**src/rtl/conv_pkg.sv**
```systemverilog
// rtl/conv_pkg.sv - shared state encoding and accumulator sizing for the convolution engine
package conv_pkg;

   typedef enum logic [2:0] {
      IDLE  = 3'd0,
      LOAD  = 3'd1,
      RUN   = 3'd2,
      DRAIN = 3'd3,
      WRITE = 3'd4,
      DONE  = 3'd5
   } state_e;

   // Wide enough for 2^addr_width full-scale products, so the sum cannot overflow.
   function automatic int acc_width(input int data_width, input int addr_width);
      return 2 * data_width + addr_width;
   endfunction

endpackage

```
**src/rtl/conv_mac.sv**
```systemverilog
// rtl/conv_mac.sv - extend/multiply, accumulate and narrow one Z word
// CONV_SAT_EN: clamp the narrowed result to the active mode's range instead of wrapping.
module conv_mac
   import conv_pkg::*;
#(
   parameter int DATA_WIDTH = 8,
   parameter int ADDR_WIDTH = 5,
   parameter int OUT_WIDTH  = 2 * DATA_WIDTH
) (
   input  logic                  clk,
   input  logic                  rst,
   input  logic                  mode_signed,
   input  logic                  clr,
   input  logic                  en,
   input  logic [DATA_WIDTH-1:0] a,
   input  logic [DATA_WIDTH-1:0] b,
   output logic [OUT_WIDTH-1:0]  result,
   output logic                  sat
);

   localparam int ACC_W = acc_width(DATA_WIDTH, ADDR_WIDTH);
   localparam int PW    = 2 * DATA_WIDTH + 2;

   logic [PW-1:0]    a_e, b_e, prod;
   logic [ACC_W-1:0] acc_q, acc_d, acc_next;

   // Operands extended to the product width make one multiplier serve both modes.
   always_comb begin
      a_e      = {{(DATA_WIDTH + 2){mode_signed & a[DATA_WIDTH-1]}}, a};
      b_e      = {{(DATA_WIDTH + 2){mode_signed & b[DATA_WIDTH-1]}}, b};
      prod     = a_e * b_e;
      acc_next = en ? acc_q + {{(ACC_W - PW){prod[PW-1]}}, prod} : acc_q;
      acc_d    = clr ? '0 : acc_next;
   end

   always_ff @(posedge clk) begin
      if (rst) begin
         acc_q <= '0;
      end else begin
         acc_q <= acc_d;
      end
   end

`ifdef CONV_SAT_EN
   logic ovf_s, ovf_u;

   always_comb begin
      ovf_s  = acc_next[ACC_W-1:OUT_WIDTH-1] != {(ACC_W - OUT_WIDTH + 1){acc_next[ACC_W-1]}};
      ovf_u  = acc_next[ACC_W-1:OUT_WIDTH] != '0;
      result = acc_next[OUT_WIDTH-1:0];
      sat    = 1'b0;
      if (mode_signed && ovf_s) begin
         sat    = 1'b1;
         result = acc_next[ACC_W-1] ? {1'b1, {(OUT_WIDTH - 1){1'b0}}}
                                    : {1'b0, {(OUT_WIDTH - 1){1'b1}}};
      end else if (!mode_signed && ovf_u) begin
         sat    = 1'b1;
         result = '1;
      end
   end
`else
   assign result = acc_next[OUT_WIDTH-1:0];
   assign sat    = 1'b0;
`endif

endmodule

```
**src/rtl/conv_engine.sv**
```systemverilog
// rtl/conv_engine.sv - 1-D convolution engine: FSM, tap counters, bounds and memory addressing
// CONV_SAT_EN selects saturating narrowing inside conv_mac.
module conv_engine
   import conv_pkg::*;
#(
   parameter int DATA_WIDTH = 8,
   parameter int ADDR_WIDTH = 5,
   parameter int OUT_WIDTH  = 2 * DATA_WIDTH
) (
   input  logic                  clk,
   input  logic                  rstn,
   input  logic                  start,
   input  logic                  mode_signed,
   input  logic [ADDR_WIDTH-1:0] sizeX,
   input  logic [ADDR_WIDTH-1:0] sizeY,
   input  logic [DATA_WIDTH-1:0] dataX,
   output logic [ADDR_WIDTH-1:0] memX_addr,
   input  logic [DATA_WIDTH-1:0] dataY,
   output logic [ADDR_WIDTH-1:0] memY_addr,
   output logic [OUT_WIDTH-1:0]  dataZ,
   output logic [ADDR_WIDTH:0]   memZ_addr,
   output logic                  writeZ,
   output logic                  busy_out,
   output logic                  done_out,
   output logic                  sat_out
);

   localparam int AW1 = ADDR_WIDTH + 1;
   localparam logic [AW1-1:0] ONE = AW1'(1);
   localparam logic [AW1-1:0] TWO = AW1'(2);

   state_e                state_q, state_d;
   logic [ADDR_WIDTH-1:0] sx_q, sx_d, sy_q, sy_d;
   logic                  mode_q, mode_d;
   logic [AW1-1:0]        n_q, n_d, k_q, k_d, kmax_q, kmax_d, y_q, y_d;
   logic                  valid_q, valid_d;
   logic [OUT_WIDTH-1:0]  data_z_q, data_z_d;
   logic [AW1-1:0]        addr_z_q, addr_z_d;
   logic                  write_z_q, write_z_d;
   logic                  busy_q, busy_d, done_q, done_d, sat_q, sat_d;

   logic [AW1-1:0]        sx_e, sy_e, last_n, nn, kmin_nn, kmax_nn;
   logic                  load_bounds, mac_clr, mac_sat;
   logic [OUT_WIDTH-1:0]  mac_result;

   // Bounds are always evaluated for the n about to be processed: 0 from LOAD, n+1 from WRITE.
   always_comb begin
      sx_e    = {1'b0, sx_q};
      sy_e    = {1'b0, sy_q};
      last_n  = sx_e + sy_e - TWO;
      nn      = (state_q == LOAD) ? '0 : n_q + ONE;
      kmin_nn = (nn + ONE > sy_e) ? nn + ONE - sy_e : '0;
      kmax_nn = (nn < sx_e) ? nn : sx_e - ONE;
   end

   always_comb begin
      state_d     = state_q;
      sx_d        = sx_q;
      sy_d        = sy_q;
      mode_d      = mode_q;
      n_d         = n_q;
      k_d         = k_q;
      kmax_d      = kmax_q;
      y_d         = y_q;
      addr_z_d    = addr_z_q;
      data_z_d    = data_z_q;
      write_z_d   = 1'b0;
      sat_d       = sat_q;
      mac_clr     = 1'b0;
      load_bounds = 1'b0;
      case (state_q)
         IDLE: begin
            if (start) begin
               state_d = LOAD;
               sx_d    = sizeX;
               sy_d    = sizeY;
               mode_d  = mode_signed;
               sat_d   = 1'b0;
            end
         end
         LOAD: begin
            mac_clr = 1'b1;
            n_d     = '0;
            if (sx_q == '0 || sy_q == '0) begin
               state_d = DONE;
            end else begin
               load_bounds = 1'b1;
            end
         end
         RUN: begin
            if (k_q == kmax_q) begin
               state_d = DRAIN;
            end else begin
               k_d = k_q + ONE;
               y_d = y_q - ONE;
            end
         end
         DRAIN: begin
            // The last product lands this cycle, so the narrowed sum is final here.
            state_d   = WRITE;
            write_z_d = 1'b1;
            addr_z_d  = n_q;
            data_z_d  = mac_result;
            if (mac_sat) begin
               sat_d = 1'b1;
            end
         end
         WRITE: begin
            mac_clr = 1'b1;
            if (n_q == last_n) begin
               state_d = DONE;
            end else begin
               n_d         = nn;
               load_bounds = 1'b1;
            end
         end
         DONE:    state_d = IDLE;
         default: state_d = IDLE;
      endcase
      if (load_bounds) begin
         state_d = RUN;
         k_d     = kmin_nn;
         kmax_d  = kmax_nn;
         y_d     = nn - kmin_nn;
      end
      valid_d = (state_q == RUN);
      busy_d  = (state_d == LOAD) || (state_d == RUN) || (state_d == DRAIN) || (state_d == WRITE);
      done_d  = (state_d == DONE);
   end

   always_ff @(posedge clk) begin
      if (rstn) begin
         state_q   <= IDLE;
         sx_q      <= '0;
         sy_q      <= '0;
         mode_q    <= 1'b0;
         n_q       <= '0;
         k_q       <= '0;
         kmax_q    <= '0;
         y_q       <= '0;
         valid_q   <= 1'b0;
         data_z_q  <= '0;
         addr_z_q  <= '0;
         write_z_q <= 1'b0;
         busy_q    <= 1'b0;
         done_q    <= 1'b0;
         sat_q     <= 1'b0;
      end else begin
         state_q   <= state_d;
         sx_q      <= sx_d;
         sy_q      <= sy_d;
         mode_q    <= mode_d;
         n_q       <= n_d;
         k_q       <= k_d;
         kmax_q    <= kmax_d;
         y_q       <= y_d;
         valid_q   <= valid_d;
         data_z_q  <= data_z_d;
         addr_z_q  <= addr_z_d;
         write_z_q <= write_z_d;
         busy_q    <= busy_d;
         done_q    <= done_d;
         sat_q     <= sat_d;
      end
   end

   conv_mac #(
      .DATA_WIDTH (DATA_WIDTH),
      .ADDR_WIDTH (ADDR_WIDTH),
      .OUT_WIDTH  (OUT_WIDTH)
   ) u_mac (
      .clk         (clk),
      .rst         (rstn),
      .mode_signed (mode_q),
      .clr         (mac_clr),
      .en          (valid_q),
      .a           (dataX),
      .b           (dataY),
      .result      (mac_result),
      .sat         (mac_sat)
   );

   assign memX_addr = k_q[ADDR_WIDTH-1:0];
   assign memY_addr = y_q[ADDR_WIDTH-1:0];
   assign dataZ     = data_z_q;
   assign memZ_addr = addr_z_q;
   assign writeZ    = write_z_q;
   assign busy_out  = busy_q;
   assign done_out  = done_q;
   assign sat_out   = sat_q;

endmodule

```
**config.mk**
```make
export PLATFORM = sky130hd
export DESIGN_NAME = conv_engine
export DESIGN_NICKNAME = d
export VERILOG_FILES = /design/src/rtl/conv_pkg.sv /design/src/rtl/conv_mac.sv /design/src/rtl/conv_engine.sv
export SDC_FILE = /design/constraint.sdc
export NUM_CORES = 1
export LEC_CHECK = 0
export BUFFER_PORTS_ARGS = -buffer_cell sky130_fd_sc_hd__buf_4
export CAP_MARGIN = 20
export CELL_PAD_IN_SITES_DETAIL_PLACEMENT = 2
export CELL_PAD_IN_SITES_GLOBAL_PLACEMENT = 2
export CORE_ASPECT_RATIO = 0.6
export CORE_MARGIN = 2
export CORE_UTILIZATION = 38
export CTS_BUF_LIST = sky130_fd_sc_hd__clkbuf_2 sky130_fd_sc_hd__clkbuf_4 sky130_fd_sc_hd__clkbuf_8
export DETAILED_ROUTE_END_ITERATION = 10
export MAX_ROUTING_LAYER = met4
export PLACE_DENSITY_LB_ADDON = 0.25
export REMOVE_ABC_BUFFERS = 1
export SLEW_MARGIN = 25
export SYNTH_ARGS = -nofsm -noshare
export SYNTH_HDL_FRONTEND = slang
export SYNTH_SLANG_ARGS = --single-unit
```
**constraint.sdc**
```tcl
create_clock -name clk -period 10.02 [get_ports clk]
set_clock_uncertainty 0.1 [all_clocks]
set_input_delay 1.503 -clock clk [delete_from_list [all_inputs] [get_ports clk]]
set_output_delay 1.503 -clock clk [all_outputs]
set_load 0.02 [all_outputs]
```
==> impl_results.md <==
- Status: complete, no violations
- Slowest cell on the critical path: fa_1
- Sink Count: 79
- GR Overflow Total: 0
- Synth Area in Adders: 0.298
- Fill cell count: 2272
- Placed instance area: 8290 sq um
- Hold Slack: 0.364 ns
- Mapped Cells: 906
- # nets final: 1110
- CTS clk-pin slew, worst paths: 0.09 ns
- Via/cell ratio: 5.20
- Num CTS Buffers: 9
- Max VDD drop: 0.0880 mV
- Initial core utilization: 0.385
- Iter 0 DRT Violations: 282
- Final hold viol count: 0
- Synth Cell Area: 7640 sq um
- Fin util: 0.429
- Pleak: 3.77 nW
- Fmax: 130 MHz
- Slew @ Worst Pin: 1.01 ns
- Crit path max fanout: 10
- Final Cycle Share: 0.765
- Area contributors post-synth: dfxtp_1 21%, fa_1 18%, ha_1 12%
- Post-CTS Hold Fix Bufs: 0
- Most common cell after layout, fill and taps aside: inv_1
- Commonest non-fill, non-tap cells in the layout: 99 x inv_1, 95 x nand2_1, 88 x nor2_1
- Post-Route Setup TNS: 0 ns
- Slew Limit Fails: 0
- Crit-path max cell delay: 0.55 ns
- Final cell count without fillers: 1215
- Share of post-route cells with drive strength above 1: 0.104
- Max clock buf depth: 2
- Routed vias: 6324
- Clk Latency, worst-skew pair: 0.38 ns
- Setup Crit Path Kind: in -> reg
- Pwr Density: 270 nW/um^2
- Synth Area in Simple Gates: 0.193
- Core ar.: 19900 sq um
- Storage element area: 1580 sq um
- CTS resizes: 0
- Largest family of logic cells by synthesized area: adder cells
- Routed WL: 23300 microns
- Initial antenna violation count: 0
- H-tree levels: 3
- Mean post-synth cell area: 8.44 sq um
- DRC viols: 0
- Synth Area in XOR/XNOR: 0.0797
- RePlAce Congestion: 0.844
- Delay-heaviest family, CP: adder cells
- I/O Pins: 66
- Synth warn: 0
- First-pass iteration count of the detailed router: 4
- Antenna fix cells: 0
- CTS root buffer: clkbuf_8
- Worst rel slew slack: 0.325
- FP Rows: 40
- Top FF cell, synth: dfxtp_1
- Die H: 114 microns
- RSZ-0062 raised after global routing: false
- CP Data Required Time: 10.21 ns
- CP arrival: 7.86 ns
- Yosys cell types: 66
- First-pass GRT wire length: 38200 microns
- Post-synth ARST share: 0
- Post-CTS Setup Bufs: 0
- Synth Area in Compound Gates: 0.124
- Final worst path period need: 7.67 ns
- Finish-stage setup viols: 0
- Hold Path Class: reg -> reg
- Cell repeated most along the worst path: fa_1
- Fin area: 8530 sq um
- Largest net degree at the start of global routing: 65
- P&R area growth vs syn: 11.6%
- Bufs and invs on worst path: 5
- Wirelength per Cell: 19.2 microns
- Critical Path End Type: flop
- CTS tree: built
- Cell taking the most area after synthesis: dfxtp_1
- Setup crit start kind: input pin
- Number of synthesized register bits: 79
- Die footprint: 21300 sq um
- Max cap viols: 0
- IO buf count: 64
- Register area share after synthesis: 0.207
- Number of enable flip-flop cells after synthesis: 0
- Area of the multi-input gates: 5480 sq um
- Post-synth top area share: 0.207
- Post-DP HPWL: 19300 microns
- Antenna viol nets, final: 0
- Width of the die: 187 microns
- GRT Util Overall: 0.237
- Vias in the first global route: 6722
- Placed insts: 1200
- Mux contribution to synthesized area: 0.0211
-- stage by stage --
stage	setup slack, ns	total power, W
after CTS	2.34	0.00233
after floorplan	2.66	0.00156
after global placement	2.20	0.00193
after global routing	1.92	0.00254
after detailed placement	1.95	0.00202
final	2.35	0.00231
-- cell type report --
class	instances	area share
Sequential cell	79	0.185
Clock inverter	6	0.0138
Multi-Input combinational cell	681	0.643
Inverter	99	0.0436
Tap cell	273	0.0400
Timing Repair Buffer	68	0.0598
Clock buffer	9	0.0145
-- worst min-delay path, delay by kind of cell, from the launching register on --
family | cells | cell delay (ns)
AND/OR/NAND/NOR | 1 | 0.05
AO/OA/AOI/OAI | 1 | 0.05
flip-flops | 1 | 0.32
-- cells by family after synthesis --
| group | count (synthesis) |
|---|---|
| AOI/OAI and AO/OA | 146 |
| xor gates and xnor gates | 68 |
| adders and majority gates | 142 |
| buffers and inverters | 146 |
| DFF | 79 |
| muxes | 16 |
| other | 1 |
| and+or+nand+nor | 308 |
-- synth_stat cells (18+ instances only) --
cell type	n
clkbuf_1	31
fa_1	67
dfxtp_1	79
xor2_1	18
ha_1	75
and2_1	34
a21oi_1	55
nand2_1	95
a211oi_1	25
nor2_1	89
xnor2_1	49
inv_1	99
nor3_1	21
-- per-layer routing --
| metal | track usage | vias up | part of all wire |
|---|---|---|---|
| li1 | - | 3048 | - |
| met1 | 0.371 | 3176 | 0.57 |
| met2 | 0.320 | 88 | 0.39 |
| met3 | 0.0372 | 12 | 0.028 |
| met4 | 0.0339 | 0 | 0.0073 |
| met5 | - | - | 0 |
-- path summary, 6_finish.rpt --
kind | cells past startpoint | from | end | slack, ns
setup reg to reg | 26 | mode_q | dataZ[15] | 2.89
hold reg to reg | 2 | sy_q[2] | sy_q[2] | 0.36
setup / recovery | 27 | dataY[7] | dataZ[15] | 2.35
hold / removal | 2 | sy_q[2] | sy_q[2] | 0.36
-- power breakdown --
group | internal (W) | switching (W) | leakage [nW] | total, W
clock network | 0.000167 | 0.000132 | 0.118 | 0.000298
registers | 0.000367 | 0.0000693 | 0.641 | 0.000437
logic | 0.000650 | 0.000922 | 3.01 | 0.00157
total | 0.00118 | 0.00112 | 3.77 | 0.00231
-- sequential cells by signal, summed over array words and instances (netlist names), 3 cells and up --
signal       cells
dataZ           16
k_q              6
kmax_q           6
memZ_addr        6
n_q              6
state_q          3
sx_q             5
sy_q             5
u_mac.acc_q     16
y_q              5
No activity file was read; power rests on OpenSTA's default activity.
